`config.mk`:
```
export PLATFORM = sky130hd
export DESIGN_NAME = ss_seq_ctrl_flat
export DESIGN_NICKNAME = d
export VERILOG_FILES = /design/src/rtl/ss_seq_ctrl_pkg.sv /design/src/rtl/ss_seq_ctrl_if.sv /design/src/rtl/ss_seq_ctrl_strobe_gen.sv /design/src/rtl/ss_seq_ctrl.sv /design/src/flat_wrapper.sv
export SDC_FILE = /design/constraint.sdc
export NUM_CORES = 1
export LEC_CHECK = 0
export BUFFER_PORTS_ARGS = -buffer_cell sky130_fd_sc_hd__buf_2
export CORE_MARGIN = 5
export CORE_UTILIZATION = 55
export DETAILED_ROUTE_END_ITERATION = 8
export GPL_TIMING_DRIVEN = 1
export HOLD_SLACK_MARGIN = 0.02
export PLACE_DENSITY_LB_ADDON = 0.08
export SKIP_LAST_GASP = 1
export SLEW_MARGIN = 20
export SYNTH_ARGS = -nofsm -noshare
export SYNTH_HDL_FRONTEND = slang
export SYNTH_SLANG_ARGS = --single-unit
```
`constraint.sdc`:
```
create_clock -name clk -period 2.8 [get_ports clk]
set_input_delay 0 -clock clk [delete_from_list [all_inputs] [get_ports clk]]
set_output_delay 0 -clock clk [all_outputs]
set_load 0.03 [all_outputs]
```
`src/rtl/ss_seq_ctrl_pkg.sv`:
```
// rtl/ss_seq_ctrl_pkg.sv - shared types, defaults and address helpers for the save-state sequencer
// Purpose: sequencer state enumeration, strobe timer phases, parameter
// defaults and the per-slot snapshot memory layout.
package ss_seq_ctrl_pkg;

    localparam int SS_LEN_DEF    = 128;
    localparam int IDX_ADDR_DEF  = 127;
    localparam int RD_SETTLE_DEF = 4;
    localparam int WE_HOLD_DEF   = 8;

    // Each mapper slot owns one SS_LEN-sized window of snapshot memory.
    localparam logic [15:0] SLOT_STRIDE = 16'h0080;

    typedef enum logic [2:0] {
        ST_IDLE,
        ST_S_SET,
        ST_S_WR,
        ST_L_RD,
        ST_L_WE,
        ST_L_CHK,
        ST_DONE
    } seq_state_t;

    typedef enum logic [1:0] {
        SG_IDLE,
        SG_HOLD,
        SG_GAP,
        SG_WAIT
    } sg_phase_t;

    function automatic logic [15:0] slot_mem_base(input logic [3:0] slot);
        return {12'd0, slot} * SLOT_STRIDE;
    endfunction

    // 16-bit add; wraps modulo 2^16 by construction.
    function automatic logic [15:0] snap_addr(input logic [15:0] base, input logic [7:0] idx);
        return base + {8'd0, idx};
    endfunction

endpackage

```
`src/rtl/ss_seq_ctrl_if.sv`:
```
// rtl/ss_seq_ctrl_if.sv - mapper save-state bus plus snapshot memory bus
// Ports (master = sequencer):
//   ss_act/ss_we/ss_addr/ss_wdat  out  save-state bus towards the mapper
//   ss_rdat                       in   mapper save-state read data
//   mem_addr/mem_wdat/mem_we/mem_re out snapshot memory request
//   mem_rdat/mem_ack              in   snapshot memory response
interface ss_seq_ctrl_if;
    logic        ss_act;
    logic        ss_we;
    logic [7:0]  ss_addr;
    logic [7:0]  ss_wdat;
    logic [7:0]  ss_rdat;
    logic [15:0] mem_addr;
    logic [7:0]  mem_wdat;
    logic        mem_we;
    logic        mem_re;
    logic [7:0]  mem_rdat;
    logic        mem_ack;

    modport master (
        output ss_act, ss_we, ss_addr, ss_wdat, mem_addr, mem_wdat, mem_we, mem_re,
        input  ss_rdat, mem_rdat, mem_ack
    );

    modport slave (
        input  ss_act, ss_we, ss_addr, ss_wdat, mem_addr, mem_wdat, mem_we, mem_re,
        output ss_rdat, mem_rdat, mem_ack
    );
endinterface

```
`src/rtl/ss_seq_ctrl_strobe_gen.sv`:
```
// rtl/ss_seq_ctrl_strobe_gen.sv - setup/hold timer for ss_we strobes and read settle waits
// Ports:
//   clk, rst_n  in   clock, asynchronous active-low reset
//   req         in   one-cycle start pulse, only honoured when idle
//   use_we      in   1: WE_HOLD-cycle ss_we strobe, 0: RD_SETTLE wait
//   we          out  registered ss_we
//   fin         out  high for the single cycle in which the requester may advance
// The requester drives addr/data on the edge that raises req, so they are
// stable for one cycle before we rises; fin comes in the cycle after we
// falls, giving one stable cycle after the strobe.
module ss_strobe_gen
    import ss_seq_ctrl_pkg::*;
#(
    parameter int WE_HOLD   = WE_HOLD_DEF,
    parameter int RD_SETTLE = RD_SETTLE_DEF
) (
    input  logic clk,
    input  logic rst_n,
    input  logic req,
    input  logic use_we,
    output logic we,
    output logic fin
);
    localparam logic [7:0] HOLD_LD   = 8'(WE_HOLD - 1);
    localparam logic [7:0] SETTLE_LD = 8'(RD_SETTLE - 1);

    sg_phase_t  phase;
    logic [7:0] cnt;

    assign fin = (phase == SG_GAP) || ((phase == SG_WAIT) && (cnt == 8'd0));

    always_ff @(posedge clk or negedge rst_n) begin
        if (!rst_n) begin
            phase <= SG_IDLE;
            cnt   <= 8'd0;
            we    <= 1'b0;
        end else begin
            case (phase)
                SG_IDLE: begin
                    if (req) begin
                        cnt   <= use_we ? HOLD_LD : SETTLE_LD;
                        we    <= use_we;
                        phase <= use_we ? SG_HOLD : SG_WAIT;
                    end
                end
                SG_HOLD: begin
                    if (cnt == 8'd0) begin
                        we    <= 1'b0;
                        phase <= SG_GAP;
                    end else begin
                        cnt <= cnt - 8'd1;
                    end
                end
                SG_GAP: phase <= SG_IDLE;
                SG_WAIT: begin
                    if (cnt == 8'd0) phase <= SG_IDLE;
                    else cnt <= cnt - 8'd1;
                end
                default: phase <= SG_IDLE;
            endcase
        end
    end
endmodule

```
`src/rtl/ss_seq_ctrl.sv`:
```
// rtl/ss_seq_ctrl.sv - save-state sequencer: SAVE mapper state to memory, LOAD it back
// Ports:
//   clk, rst_n              in   clock, asynchronous active-low reset
//   start_save, start_load  in   one-cycle requests (SAVE wins if both)
//   busy                    out  accepted start until DONE exits
//   done                    out  one-cycle completion pulse
//   err                     out  sticky index mismatch seen during LOAD
//   bus                     master side of the save-state and memory buses
module ss_seq_ctrl
    import ss_seq_ctrl_pkg::*;
#(
    parameter int          SS_LEN    = SS_LEN_DEF,
    parameter int          IDX_ADDR  = IDX_ADDR_DEF,
    parameter int          RD_SETTLE = RD_SETTLE_DEF,
    parameter int          WE_HOLD   = WE_HOLD_DEF,
    parameter logic [15:0] MEM_BASE  = slot_mem_base(4'd0)
) (
    input  logic          clk,
    input  logic          rst_n,
    input  logic          start_save,
    input  logic          start_load,
    output logic          busy,
    output logic          done,
    output logic          err,
    ss_seq_ctrl_if.master bus
);
    localparam logic [7:0] LAST_IDX = 8'(SS_LEN - 1);
    localparam logic [7:0] IDX_A    = 8'(IDX_ADDR);

    seq_state_t  state;
    logic [7:0]  idx;
    logic [7:0]  ldat;
    logic [7:0]  nxt;
    logic        strb_req;
    logic        strb_use_we;
    logic        strb_we;
    logic        strb_fin;
    logic        ss_act_q;
    logic [7:0]  ss_addr_q;
    logic [7:0]  ss_wdat_q;
    logic [15:0] mem_addr_q;
    logic [7:0]  mem_wdat_q;
    logic        mem_we_q;
    logic        mem_re_q;

    assign nxt          = idx + 8'd1;
    assign bus.ss_act   = ss_act_q;
    assign bus.ss_we    = strb_we;
    assign bus.ss_addr  = ss_addr_q;
    assign bus.ss_wdat  = ss_wdat_q;
    assign bus.mem_addr = mem_addr_q;
    assign bus.mem_wdat = mem_wdat_q;
    assign bus.mem_we   = mem_we_q;
    assign bus.mem_re   = mem_re_q;

    ss_strobe_gen #(
        .WE_HOLD   (WE_HOLD),
        .RD_SETTLE (RD_SETTLE)
    ) u_strobe (
        .clk    (clk),
        .rst_n  (rst_n),
        .req    (strb_req),
        .use_we (strb_use_we),
        .we     (strb_we),
        .fin    (strb_fin)
    );

    always_ff @(posedge clk or negedge rst_n) begin
        if (!rst_n) begin
            state       <= ST_IDLE;
            idx         <= 8'd0;
            ldat        <= 8'd0;
            busy        <= 1'b0;
            done        <= 1'b0;
            err         <= 1'b0;
            strb_req    <= 1'b0;
            strb_use_we <= 1'b0;
            ss_act_q    <= 1'b0;
            ss_addr_q   <= 8'd0;
            ss_wdat_q   <= 8'd0;
            mem_addr_q  <= 16'd0;
            mem_wdat_q  <= 8'd0;
            mem_we_q    <= 1'b0;
            mem_re_q    <= 1'b0;
        end else begin
            done     <= 1'b0;
            strb_req <= 1'b0;
            case (state)
                ST_IDLE: begin
                    if (start_save || start_load) begin
                        err      <= 1'b0;
                        busy     <= 1'b1;
                        ss_act_q <= 1'b1;
                        idx      <= 8'd0;
                        if (start_save) begin
                            ss_addr_q   <= 8'd0;
                            strb_req    <= 1'b1;
                            strb_use_we <= 1'b0;
                            state       <= ST_S_SET;
                        end else begin
                            mem_re_q   <= 1'b1;
                            mem_addr_q <= snap_addr(MEM_BASE, 8'd0);
                            state      <= ST_L_RD;
                        end
                    end
                end
                ST_S_SET: begin
                    if (strb_fin) begin
                        mem_wdat_q <= bus.ss_rdat;
                        mem_we_q   <= 1'b1;
                        mem_addr_q <= snap_addr(MEM_BASE, idx);
                        state      <= ST_S_WR;
                    end
                end
                ST_S_WR: begin
                    if (bus.mem_ack) begin
                        mem_we_q <= 1'b0;
                        if (idx == LAST_IDX) begin
                            state <= ST_DONE;
                        end else begin
                            idx         <= nxt;
                            ss_addr_q   <= nxt;
                            strb_req    <= 1'b1;
                            strb_use_we <= 1'b0;
                            state       <= ST_S_SET;
                        end
                    end
                end
                ST_L_RD: begin
                    if (bus.mem_ack) begin
                        mem_re_q  <= 1'b0;
                        ldat      <= bus.mem_rdat;
                        ss_addr_q <= idx;
                        strb_req  <= 1'b1;
                        // The index byte is read-only in the mapper: verify it instead of writing it.
                        if (idx == IDX_A) begin
                            strb_use_we <= 1'b0;
                            state       <= ST_L_CHK;
                        end else begin
                            ss_wdat_q   <= bus.mem_rdat;
                            strb_use_we <= 1'b1;
                            state       <= ST_L_WE;
                        end
                    end
                end
                ST_L_WE, ST_L_CHK: begin
                    if (strb_fin) begin
                        if ((state == ST_L_CHK) && (bus.ss_rdat != ldat)) err <= 1'b1;
                        if (idx == LAST_IDX) begin
                            state <= ST_DONE;
                        end else begin
                            idx        <= nxt;
                            mem_re_q   <= 1'b1;
                            mem_addr_q <= snap_addr(MEM_BASE, nxt);
                            state      <= ST_L_RD;
                        end
                    end
                end
                ST_DONE: begin
                    done     <= 1'b1;
                    busy     <= 1'b0;
                    ss_act_q <= 1'b0;
                    idx      <= 8'd0;
                    state    <= ST_IDLE;
                end
                default: state <= ST_IDLE;
            endcase
        end
    end
endmodule

```
`src/flat_wrapper.sv`:
```
// flat-port wrapper written by rule: the top's interface ports become plain ports
module ss_seq_ctrl_flat import ss_seq_ctrl_pkg::*;
#(
    parameter int          SS_LEN    = SS_LEN_DEF,
    parameter int          IDX_ADDR  = IDX_ADDR_DEF,
    parameter int          RD_SETTLE = RD_SETTLE_DEF,
    parameter int          WE_HOLD   = WE_HOLD_DEF,
    parameter logic [15:0] MEM_BASE  = slot_mem_base(4'd0)
)
  (clk, rst_n, start_save, start_load, busy, done, err, bus_ss_act, bus_ss_we, bus_ss_addr, bus_ss_wdat, bus_mem_addr, bus_mem_wdat, bus_mem_we, bus_mem_re, bus_ss_rdat, bus_mem_rdat, bus_mem_ack);
  ss_seq_ctrl_if bus_i ();
  input  logic clk;
  input  logic rst_n;
  input  logic start_save;
  input  logic start_load;
  output logic busy;
  output logic done;
  output logic err;
  output wire logic [$bits(bus_i.ss_act)-1:0] bus_ss_act;
  output wire logic [$bits(bus_i.ss_we)-1:0] bus_ss_we;
  output wire logic [$bits(bus_i.ss_addr)-1:0] bus_ss_addr;
  output wire logic [$bits(bus_i.ss_wdat)-1:0] bus_ss_wdat;
  output wire logic [$bits(bus_i.mem_addr)-1:0] bus_mem_addr;
  output wire logic [$bits(bus_i.mem_wdat)-1:0] bus_mem_wdat;
  output wire logic [$bits(bus_i.mem_we)-1:0] bus_mem_we;
  output wire logic [$bits(bus_i.mem_re)-1:0] bus_mem_re;
  input wire logic [$bits(bus_i.ss_rdat)-1:0] bus_ss_rdat;
  input wire logic [$bits(bus_i.mem_rdat)-1:0] bus_mem_rdat;
  input wire logic [$bits(bus_i.mem_ack)-1:0] bus_mem_ack;
  assign bus_ss_act = bus_i.ss_act;
  assign bus_ss_we = bus_i.ss_we;
  assign bus_ss_addr = bus_i.ss_addr;
  assign bus_ss_wdat = bus_i.ss_wdat;
  assign bus_mem_addr = bus_i.mem_addr;
  assign bus_mem_wdat = bus_i.mem_wdat;
  assign bus_mem_we = bus_i.mem_we;
  assign bus_mem_re = bus_i.mem_re;
  assign bus_i.ss_rdat = bus_ss_rdat;
  assign bus_i.mem_rdat = bus_mem_rdat;
  assign bus_i.mem_ack = bus_mem_ack;
  ss_seq_ctrl #(.SS_LEN(SS_LEN), .IDX_ADDR(IDX_ADDR), .RD_SETTLE(RD_SETTLE), .WE_HOLD(WE_HOLD), .MEM_BASE(MEM_BASE)) u_core (.clk(clk), .rst_n(rst_n), .start_save(start_save), .start_load(start_load), .busy(busy), .done(done), .err(err), .bus(bus_i));
endmodule
```
# Word-level counts from Yosys, hierarchy flattened
# Cells that the tools add are included.
# totals
output_inout_bits	47
register_bits	77
# classes
bitwise	1
mux	66
eq_ne	25
n_reduce_logical	32
n_addsub	2
# ops
operator	count
$mux W8	11
$mux W16	5
$pmux W16 S3	1
$pmux W8 S4	1
$mux W1	24
$mux W3	8
$pmux W8 S3	1
$reduce_and A6 Y1	3
$ne A2 B2 Y1 const B	8
$pmux W8 S2	1
$pmux W3 S5	1
$reduce_and A3 Y1	5
$ne A2 B1 Y1 const B	6
$mux W2	5
$reduce_bool A2 Y1	5
$eq A3 B3 Y1 const B	3
$pmux W1 S3	3
$reduce_bool A3 Y1	3
$add A8 B1 Y8 const B	1
$eq A8 B7 Y1 const B	1
$logic_not A8 Y1	1
$ne A8 B8 Y1	1
$pmux W1 S2	4
$pmux W2 S4	1
other kinds (15)	23

# Longest topological paths before layout
# depth
ltp_word	5
ltp_mapped	8

# Cells and area by module
# A second synthesis with hierarchy kept.
# unflattened
hier_cells	341
hier_area_um2	3592.2
# by_module_without_submodules
mod	cells_per_inst	area_each_um2	seq_area_each_um2	n_inst
ss_seq_ctrl	278	2971.6	1451.4	1
ss_strobe_gen	63	620.6	275.3	1

# Least setup slack after synthesis
# Ideal clock, no wire load.
# synth_path
path_type	register to register
start	register u_core.idx[0]
end	register u_core.mem_addr_q[0], in the netlist u_core.bus.mem_addr[0]
setup_slack_ps	774
path_buffers	0
t_arrival_ps	1902
synth_period_minus_slack_ps	2026
required_ps	2675
setup_time_ps	125
stages_incl_launch_ff	7
cell_sequence	dfrtp_1 ha_1 and3_1 nand4_2 o21a_1 o21ai_2 mux2_2
# synth_between
elab_chain_cells	4
elab_cells_between_ends	8
# synth_lines
element	line_no	text
start: declaration	ss_seq_ctrl.sv:31	logic [7:0] idx;
start signal: assignment	ss_seq_ctrl.sv:121	idx <= nxt;
start signal: assignment	ss_seq_ctrl.sv:152	idx <= nxt;
$add A8 B1 Y8	ss_seq_ctrl.sv:46	assign nxt = idx + 8'd1;
$mux W16	ss_seq_ctrl.sv:149	if (idx == LAST_IDX) begin
$mux W16	ss_seq_ctrl.sv:147	if (strb_fin) begin
$pmux W16 S3	ss_seq_ctrl.sv:88	case (state)
end signal: assignment	ss_seq_ctrl.sv:102	mem_addr_q <= snap_addr(MEM_BASE, 8'd0);
end signal: assignment	ss_seq_ctrl.sv:111	mem_addr_q <= snap_addr(MEM_BASE, idx);
end signal: assignment	ss_seq_ctrl.sv:154	mem_addr_q <= snap_addr(MEM_BASE, nxt);
end: declaration	ss_seq_ctrl.sv:41	logic [15:0] mem_addr_q;
# Parallel ways exist; a longest one is shown, timed or not. The select of a mux whose other input is x is not followed.
# A chain may end at the register's enable or synchronous reset.

# Worst setup path after layout
# layout_path
start	register u_core.idx[0]
end	register u_core.ss_addr_q[5], in the netlist u_core.bus.ss_addr[5]
# layout_between
elab_chain_cells	4
elab_cells_between_ends	7
# layout_lines
element	line_no	text
$add A8 B1 Y8	ss_seq_ctrl.sv:46	
$mux W8	ss_seq_ctrl.sv:118	if (idx == LAST_IDX) begin
$mux W8	ss_seq_ctrl.sv:116	if (bus.mem_ack) begin
$pmux W8 S3	ss_seq_ctrl.sv:88	
end signal: assignment	ss_seq_ctrl.sv:122	ss_addr_q <= nxt;
end signal: assignment	ss_seq_ctrl.sv:133	ss_addr_q <= idx;
end: declaration	ss_seq_ctrl.sv:39	logic [7:0] ss_addr_q;
# Parallel ways exist; a longest one is shown, timed or not. The select of a mux whose other input is x is not followed.

==> tab_implementation.tex <==
\begin{tabular}{lr}
\hline
Metric & Value \\
\hline
\multicolumn{2}{l}{\textbf{Status}} \\
Status & completed \\
\multicolumn{2}{l}{\textbf{Setup path}} \\
End of the worst register-to-register path & u\_core.bus.ss\_addr[5]\$\_DFFE\_PN0P\_ \\
Beginning of the worst register-to-register path & u\_core.idx[0]\$\_DFFE\_PN0P\_ \\
Crit Path Category & register to register \\
Depth of the worst register-to-register path & 6 \\
Data arrival time at the worst-slack endpoint & 2.55 ns \\
Setup slack of the most critical reg-to-reg path & 0.48 ns \\
Max FO, Critical Path & 15 \\
Critical Path Sink Type & register \\
Worst setup SP type & register \\
CP required & 3.03 ns \\
\multicolumn{2}{l}{\textbf{Power and ir drop}} \\
Largest vdd supply drop & 0.000747 V \\
Pwr/cell area & 986 nW/um\^{}2 \\
Total power of the final layout & 4.19 mW \\
Total leakage power & 1.95 nW \\
\multicolumn{2}{l}{\textbf{Clocking}} \\
CTS max path bufs & 2 \\
Clock root cell & sky130\_fd\_sc\_hd\_\_clkbuf\_8 \\
Total clock buffers created by CTS & 9 \\
TritonCTS clock tree & built \\
Sinks on Clock Net & 69 \\
Worst-skew pair later-pin latency & 0.35 ns \\
Clock slew at reported path FFs & 0.08 ns \\
Count of cells resized by post-cts repair & 0 \\
Level count of the clock H-tree & 3 \\
\multicolumn{2}{l}{\textbf{Placed design}} \\
Placed cell areas & 3860 sq um \\
Count of input and output buffers & 59 \\
Placed Instances & 449 \\
Pre-CTS WS & 0.467 ns \\
HPWL after detailed placement & 5230 microns \\
Final weighted congestion in routability-driven placement & 0.901 \\
\multicolumn{2}{l}{\textbf{Synth}} \\
Share of Yosys cell area claimed by the top area cell type & 0.485 \\
Synthesized area per cell & 11.0 sq um \\
Number of synthesis warnings & 0 \\
Mapped Cells & 325 \\
Cell type contributing the most total cell area after synthesis & sky130\_fd\_sc\_hd\_\_dfrtp\_1 \\
Synth async-reset ratio & 1.00 \\
Ranking of synthesized cells by instance count & sky130\_fd\_sc\_hd\_\_dfrtp\_1, sky130\_fd\_sc\_hd\_\_mux2\_2, sky130\_fd\_sc\_hd\_\_nor2\_1 \\
Number of enable flip-flop cells after synthesis & 0 \\
Sequential element share of the synthesized area & 0.485 \\
Synthesized cell area & 3560 sq um \\
Cell with the most instances after synthesis & sky130\_fd\_sc\_hd\_\_dfrtp\_1 \\
Area contributors post-synth & sky130\_fd\_sc\_hd\_\_dfrtp\_1, sky130\_fd\_sc\_hd\_\_mux2\_2, sky130\_fd\_sc\_hd\_\_xnor2\_1 \\
Number of unique standard cell types used by synthesis & 56 \\
Top flip-flop cell by instance count after synthesis & sky130\_fd\_sc\_hd\_\_dfrtp\_1 \\
Number of flip-flops and latches in the synthesized netlist & 69 \\
\multicolumn{2}{l}{\textbf{Global routing}} \\
Routing layer with the top usage in global route & met1 \\
Met2 Usage GRT & 0.265 \\
Overflow left after global routing & 0 \\
Number of global-route vias before repair & 2456 \\
Maximum number of pins on one net before global-route repair & 43 \\
Antenna violations before repair & 0 \\
Met1 Use GR & 0.287 \\
Global-route wire length before repair & 12700 microns \\
Routing usage on met3 & 0.0575 \\
Total Routing Usage GR & 0.193 \\
\multicolumn{2}{l}{\textbf{Worst hold path}} \\
Hold Crit Class & input pin to register \\
Number of stages on the worst hold path & 4 \\
Worst-case hold path end point & u\_core.state[0]\$\_DFFE\_PN0P\_ \\
HP Start & bus\_mem\_ack \\
\multicolumn{2}{l}{\textbf{STA}} \\
Final hold slack & 0.0811 ns \\
Worst rel slew slack & 0.573 \\
Setup repair after global routing missed its margin & no \\
Final clock skew & 0.00997 ns \\
Final setup vio count & 0 \\
Peak clock frequency supported by timing & 0.432 GHz \\
Least-Margin Pin Slew & 0.641 ns \\
Number of slew-limit violations in the final report & 0 \\
Worst Setup Slack, final & 0.483 ns \\
Hold violation count in the final report & 0 \\
Period utilization & 0.828 \\
Period minus WS final & 2.32 ns \\
Total negative setup slack & 0 ns \\
\multicolumn{2}{l}{\textbf{Detailed routing}} \\
DRT Pass-1 Iters & 4 \\
Via count & 2586 \\
Post-DR vias/cell & 5.37 \\
Number of nets with antenna violations after detailed routing & 0 \\
DR iter-0 viols & 227 \\
Drt wl/cell & 15.4 microns \\
Detailed-route DRC error count & 0 \\
Total length of routed wires & 7440 microns \\
\multicolumn{2}{l}{\textbf{Finish}} \\
Share of final-layout standard cells stronger than drive strength 1 & 0.314 \\
Count of antenna diodes in the layout & 0 \\
Non-filler instance count after layout & 482 \\
Nets & 424 \\
Final Core Density & 0.674 \\
Area added between synthesis and finish & 19.4\% \\
Post-route design area & 4250 sq um \\
\multicolumn{2}{l}{\textbf{Floorplan}} \\
Placement row count & 29 \\
Core area & 6310 sq um \\
Die extent in x & 90.5 microns \\
I/O pin count & 68 \\
Initial cell density of the core & 0.564 \\
Die H & 90.5 microns \\
Die Footprint & 8190 sq um \\
\multicolumn{2}{l}{\textbf{Flow run}} \\
Max-cap check violation count & 0 \\
\hline
\end{tabular}
==> worst max-delay path, stage by stage (launching register included) <==
cell	delay (ns)
sky130_fd_sc_hd__dfrtp_1	0.46
sky130_fd_sc_hd__ha_1	0.28
sky130_fd_sc_hd__and3_1	0.29
sky130_fd_sc_hd__nand4_2	0.28
sky130_fd_sc_hd__a2bb2oi_2	0.59
sky130_fd_sc_hd__nand2b_1	0.22
sky130_fd_sc_hd__o21ai_0	0.09
==> sequential cells by signal, summed over array words and instances (netlist names) <==
register,count
u_core.strb_req,1
u_core.ldat,8
u_core.bus.ss_act,1
u_core.bus.ss_wdat,8
u_core.bus.mem_wdat,8
u_core.idx,8
u_core.state,3
u_core.u_strobe.cnt,8
u_core.err,1
u_core.bus.mem_addr,8
u_core.strb_use_we,1
u_core.u_strobe.phase,2
u_core.bus.mem_re,1
u_core.done,1
u_core.bus.mem_we,1
u_core.u_strobe.we,1
u_core.bus.ss_addr,8
==> worst max-delay path by stage <==
stage          slack [ns]  cells past startpoint                      start                                  to
5_1_grt              0.24                      6  u_core.idx[0]$_DFFE_PN0P_   u_core.bus.ss_addr[6]$_DFFE_PN0P_
2_1_floorplan        0.77                      6  u_core.idx[0]$_DFFE_PN0P_  u_core.bus.mem_addr[0]$_DFFE_PN0P_
4_1_cts              0.45                      6  u_core.idx[0]$_DFFE_PN0P_   u_core.bus.ss_addr[7]$_DFFE_PN0P_
3_3_place_gp         0.51                      6  u_core.idx[0]$_DFFE_PN0P_   u_core.bus.ss_addr[5]$_DFFE_PN0P_
3_5_place_dp         0.47                      6  u_core.idx[0]$_DFFE_PN0P_   u_core.bus.ss_addr[7]$_DFFE_PN0P_
6_report             0.48                      6  u_core.idx[0]$_DFFE_PN0P_   u_core.bus.ss_addr[5]$_DFFE_PN0P_
==> repair_timing <==
item                      CTS  global route
hold endpoints to repair   93             0
buffers inserted            0             0
hold buffers               17             0
==> cells by family after synthesis <==
logic type,Yosys count,share of synthesized area
buffers and inverters,31,0.0516
XOR/XNOR,21,0.0516
AO/OA/AOI/OAI,70,0.146
adder cells (fa/ha/maj),3,0.0105
flip-flops,69,0.485
AND/OR/NAND/NOR,95,0.145
multiplexers,35,0.110
other,1,0.00105
==> final cells by class <==
class,count,area [sq um]
repair buffers,81,503
fillers,504,2060
clock buffers,9,124
multi-input cells,232,1680
flip-flops and latches,69,1730
clock inverters,7,100
well taps,77,96.3
inverters,7,26.3
==> power breakdown <==
part	leakage [nW]	internal [mW]	switching [mW]
registers	0.879	1.31	0.301
logic	0.968	0.681	0.999
clock network	0.102	0.504	0.399
total	1.95	2.49	1.70
==> routing by layer <==
metal / up-vias / part of all wire
met1: 1206 / 0.47
li1: 1289 / -
met4: 0 / 0.012
met2: 84 / 0.44
met5: - / 0
met3: 7 / 0.076
==> placed cells by master (no fill, tap or decap), types with 3 or more instances in the layout <==
master and count:
sky130_fd_sc_hd__o31ai_2 5, sky130_fd_sc_hd__o21ai_0 25, sky130_fd_sc_hd__nand2_1 21, sky130_fd_sc_hd__clkbuf_8 9
sky130_fd_sc_hd__clkinvlp_4 3, sky130_fd_sc_hd__a21oi_1 7, sky130_fd_sc_hd__conb_1 8, sky130_fd_sc_hd__mux2_2 33
sky130_fd_sc_hd__buf_4 5, sky130_fd_sc_hd__inv_1 7, sky130_fd_sc_hd__dfrtp_1 69, sky130_fd_sc_hd__nand4_1 3
sky130_fd_sc_hd__nand2b_1 7, sky130_fd_sc_hd__xnor2_1 19, sky130_fd_sc_hd__nor3b_1 3, sky130_fd_sc_hd__and2_1 3
sky130_fd_sc_hd__ha_1 3, sky130_fd_sc_hd__nand3_1 7, sky130_fd_sc_hd__a31oi_1 4, sky130_fd_sc_hd__o31ai_1 11
sky130_fd_sc_hd__dlygate4sd3_1 17, sky130_fd_sc_hd__nor2_1 27, sky130_fd_sc_hd__buf_2 59, sky130_fd_sc_hd__nor2b_1 8
sky130_fd_sc_hd__nor3_1 3
No activity file was read; power rests on OpenSTA's default activity.
